$ cat src/rtl/input_equip.sv
// input_equip: memory-mapped capture peripheral.
// Synchronises a switch bank and a capture button and debounces the button.
// Each debounced press latches the switches and raises valid (also driven on irq).
// The CPU polls STATUS (addr 0) and reads DATA (addr 1); reads clear the flags.
module input_equip #(
  parameter int DBNC_CYCLES = 1_000_000,
  parameter int CNT_W       = 20
) (
  input  logic        clk,
  input  logic        rst,
  input  logic        RD_en,
  input  logic        addr,
  input  logic [31:0] sw_in,
  input  logic        btn_in,
  output logic [31:0] dout,
  output logic        irq
);

  localparam logic [CNT_W-1:0] CNT_LAST = CNT_W'(DBNC_CYCLES - 1);

  logic [31:0]      sw_meta_q, sw_sync_q;
  logic             btn_meta_q, btn_sync_q;
  logic             btn_stable_q, btn_stable_d;
  logic [CNT_W-1:0] cnt_q, cnt_d;
  logic [31:0]      data_q, data_d;
  logic             valid_q, valid_d;
  logic             overrun_q, overrun_d;
  logic             press;

  // Debounce: the button must disagree with the stable value for DBNC_CYCLES
  // consecutive cycles before the new level is accepted.
  always_comb begin
    btn_stable_d = btn_stable_q;
    cnt_d        = cnt_q;
    if (btn_sync_q == btn_stable_q) begin
      cnt_d = '0;
    end else if (cnt_q == CNT_LAST) begin
      btn_stable_d = btn_sync_q;
      cnt_d        = '0;
    end else begin
      cnt_d = cnt_q + CNT_W'(1);
    end
  end

  assign press = btn_sync_q && !btn_stable_q && (cnt_q == CNT_LAST);

  // Capture and read side effects; a capture on the same edge overrides any clear.
  always_comb begin
    data_d    = data_q;
    valid_d   = valid_q;
    overrun_d = overrun_q;
    if (RD_en && addr)  valid_d   = 1'b0;
    if (RD_en && !addr) overrun_d = 1'b0;
    if (press) begin
      data_d  = sw_sync_q;
      valid_d = 1'b1;
      if (valid_q) overrun_d = 1'b1;
    end
  end

  // State registers, synchronous active-high reset.
  always_ff @(posedge clk) begin
    if (rst) begin
      sw_meta_q    <= '0;
      sw_sync_q    <= '0;
      btn_meta_q   <= 1'b0;
      btn_sync_q   <= 1'b0;
      btn_stable_q <= 1'b0;
      cnt_q        <= '0;
      data_q       <= '0;
      valid_q      <= 1'b0;
      overrun_q    <= 1'b0;
    end else begin
      sw_meta_q    <= sw_in;
      sw_sync_q    <= sw_meta_q;
      btn_meta_q   <= btn_in;
      btn_sync_q   <= btn_meta_q;
      btn_stable_q <= btn_stable_d;
      cnt_q        <= cnt_d;
      data_q       <= data_d;
      valid_q      <= valid_d;
      overrun_q    <= overrun_d;
    end
  end

  // Read mux is combinational on addr.
  always_comb begin
    dout = addr ? data_q : {30'b0, overrun_q, valid_q};
  end

  assign irq = valid_q;

endmodule

$ cat config.mk
export PLATFORM = sky130hd
export DESIGN_NAME = input_equip
export DESIGN_NICKNAME = d
export VERILOG_FILES = /design/src/rtl/input_equip.sv
export SDC_FILE = /design/constraint.sdc
export NUM_CORES = 1
export LEC_CHECK = 0
export ABC_CLOCK_PERIOD_IN_PS = 3010
export CAP_MARGIN = 20
export CORE_ASPECT_RATIO = 0.6
export CORE_MARGIN = 2
export CORE_UTILIZATION = 40
export CTS_CLUSTER_SIZE = 40
export DETAILED_ROUTE_END_ITERATION = 10
export MAX_ROUTING_LAYER = met4
export PLACE_DENSITY_LB_ADDON = 0.08
export SYNTH_ARGS = -nofsm -noshare
export SYNTH_HDL_FRONTEND = slang
export SYNTH_SLANG_ARGS = --single-unit
$ cat constraint.sdc
create_clock -name clk -period 3.01 [get_ports clk]
set_input_delay 0.301 -clock clk [delete_from_list [all_inputs] [get_ports clk]]
set_output_delay 0.301 -clock clk [all_outputs]
set_load 0.05 [all_outputs]
==> summary.md <==
| Metric | Value |
|---|---|
| Detail Route Antenna Nets | 0 |
| Syn_nets | 486 |
| Leading cell type by number of instances after synthesis | dfxtp_1 |
| WL/cell | 14.2 um |
| Async set-or-reset flop fraction in the synthesized netlist | 0% |
| Actual slew at the worst max-slew pin | 0.686 ns |
| Fraction of layout cells with a size suffix above 1 | 15.4% |
| IO Pins | 70 |
| Library cell used as clock root buffer | clkbuf_16 |
| Achievable frequency | 423 MHz |
| Worst setup slack before clock tree synthesis | 0.661 ns |
| Worst reg-to-reg path cell count | 5 |
| Gpl congestion | 0.794 |
| H-tree depth | 4 |
| Worst-case clock buffer depth | 2 |
| Met1 track demand over resource in global routing | 23.7% |
| Source of the critical timing path | cnt_q[0] |
| Synthesis-to-layout area growth | 33.5% |
| End point of the critical path | data_q[18] |
| Number of synthesized flops with an enable pin | 0 |
| Synth unique cells | 33 |
| Register-to-register path setup slack | 0.65 ns |
| Number of warnings issued by yosys | 0 |
| Final hold vios | 0 |
| Number of global-route vias before repair | 3155 |
| Final setup vio count | 0 |
| Maximum fanout encountered on the critical timing path | 32 |
| Number of gates given a new drive strength after cts | 0 |
| Class of the worst hold path | in2reg |
| Worst Setup End Kind | register |
| Leakage | 2.11 nW |
| CTS sink count | 121 |
| Reg-to-reg critical path endpoint | data_q[18] |
| Main synth FF type | dfxtp_1 |
| DRC violations left | 0 |
| Top cell type by total area after synthesis | dfxtp_1 |
| WS Path Type | reg2reg |
| Startpoint of the worst-slack reg-to-reg timing path | cnt_q[0] |
| Estimated wirelength of the detail-placed design | 5610 um |
| Die outline width | 138 um |
| CORE AREA | 0.0105 mm2 |
| VDD IR-drop max | 0.000432 V |
| Insertion delay of the later-clocked pin in the worst-skew pair | 0.41 ns |
| Status | completed |
| Global-route wire length before repair | 15400 um |
| CTS tree | built |
| TritonRoute pass-1 iters | 4 |
| Areal power density over the cells | 741 mW/mm2 |
| Final net count | 547 |
| Remaining Overflow, GRT | 0 |
| Synth Instances | 447 |
| Post-DR vias/cell | 4.94 |
| Maximum number of pins on one net before global-route repair | 63 |
| Unrepaired setup endpoints after global routing | no |
| Minimum clock period | 2.36 ns |
| # port buffers | 69 |
| Leading post-synthesis cells by instance count | dfxtp_1, nor2b_1, a21oi_1, o21ai_0, nand4_1 |
| Final critical-path share of the clock period | 78.5% |
| Area of the die | 0.0116 mm2 |
| Setup tns final | 0 ns |
| Diodes inserted | 0 |
| GR Layer Usage met2 | 25.4% |
| Area share of the leading cell type in the synthesized netlist | 56.4% |
| CTS clock-pin slew for the worst setup and hold paths | 0.05 ns |
| Required time of the critical path | 3.28 ns |
| Cts bufs inserted | 17 |
| Detailed router's first-iteration violation count | 162 |
| Number of violations of the max-capacitance limit | 0 |
| Worst slew slack as a fraction of its limit | 54.1% |
| Synth area leaders | dfxtp_1, nor2b_1, nand4_1, a21oi_1, and2_1 |
| Final worst setup slack | 0.647 ns |
| Fraction of the yosys area taken by sequential cells | 56.4% |
| Number of antenna violations at the first check in global routing | 0 |
| Met3 usage | 4.59% |
| Final Max Tran Viols | 0 |
| Initial core utilization | 40.8% |
| Power consumption | 4.25 mW |
| Avg Synthesized Cell Area | 9.61 um2 |
| Busiest layer in global routing | met2 |
| Flops & latches, synth | 121 |
| GRT Resource Usage Total | 17.9% |
| Category of the worst setup path launch point | register |
| Row cnt | 29 |
| Hold buffer count at CTS | 0 |
| Crit path DAT | 2.63 ns |
| Cell area after technology mapping | 0.00430 mm2 |
| Die boundary height | 84.3 um |
| Via count | 3262 |
| Final WL | 9350 um |
| Worst clock skew | 0.00697 ns |
| Buffers inserted by post-CTS timing repair | 0 |
## kinds of logic (layout without fill, tap and decap cells)
| kind of cell | after synthesis | in the layout | synth area share (%) |
|---|---|---|---|
| buffers and inverters | 43 | 117 | 3.93 |
| multiplexers | 2 | 2 | 0.524 |
| XOR/XNOR | 11 | 11 | 2.24 |
| flip-flops | 121 | 121 | 56.4 |
| adder cells (fa/ha/maj) | 2 | 2 | 0.582 |
| AO/OA/AOI/OAI | 84 | 84 | 10.2 |
| AND/OR/NAND/NOR | 184 | 184 | 26.2 |
## cell type report
cell class | count | area (um2)
Fill cell | 943 | 4790
Tap cell | 139 | 174
Clock buffer | 18 | 439
Sequential cell | 121 | 2420
Inverter | 9 | 33.8
Clock inverter | 14 | 292
Timing Repair Buffer | 76 | 661
Multi-Input combinational cell | 283 | 1710
## layout by cell type, fill, tap and decap left out, types with 2 or more instances in the layout
cell and count:
dfxtp_1 121, nor2b_1 67, a21oi_1 41, buf_4 40, o21ai_0 38, clkdlybuf4s50_1 36
nand4_1 35, and2_1 31, clkbuf_16 17, nor2_1 15, xnor2_1 10, inv_1 9
nand2_1 8, bufinv_16 8, nand3_1 7, or4_1 3, or3_1 3, nor4_1 3
clkinv_4 3, mux2_2 2, o31ai_1 2, nor4b_1 2, nand3b_1 2, nor3_1 2
ha_1 2, inv_6 2
## report_power, final
part	switching (mW)	leakage (nW)	internal, mW
Sequential	0.00951	0.989	1.64
Clock	0.730	0.351	1.75
Combinational	0.0510	0.772	0.0652
Total	0.790	2.11	3.46
## sequential cells by signal, summed over array words and instances (netlist names)
signal / count
data_q: 32
sw_meta_q: 32
sw_sync_q: 32
cnt_q: 20
btn_meta_q: 1
btn_stable_q: 1
btn_sync_q: 1
irq: 1
overrun_q: 1
## how the worst min path moves through the flow
stage,startpoint,endpoint,cells after the start
after floorplan,btn_meta_q,btn_sync_q,1
after global placement,sw_meta_q[14],sw_sync_q[14],1
after detailed placement,sw_meta_q[5],sw_sync_q[5],1
after CTS,rst,sw_meta_q[4],2
after global routing,rst,sw_sync_q[3],2
final,rst,sw_meta_q[4],2
## stage by stage
stage / area, um2 / hold slack, ns / util (%) / cells
final: 5730 / 0.316 / 54.5 / 660
after global routing: 5730 / 0.341 / 54.5 / 660
after CTS: 5730 / 0.315 / 54.5 / 660
after detailed placement: 5000 / 0.423 / 47.6 / 628
after global placement: 5000 / 0.418 / 47.6 / 628
after floorplan: 4300 / 0.414 / - / 447
## per-layer routing
layer  part of all wire, %  vias to the layer above
met5                     0                        -
met2                    43                       70
met3                   4.5                       16
met1                    51                     1525
li1                      -                     1651
met4                   1.6                        0
## critical path: stages (launching register included)
cell     delay (ns)
dfxtp_1        0.37
ha_1           0.25
nand3_4        0.14
or4_2          1.04
o21ai_0        0.32
a21oi_1        0.09
Note: power is estimated with default switching activity, not from simulation.
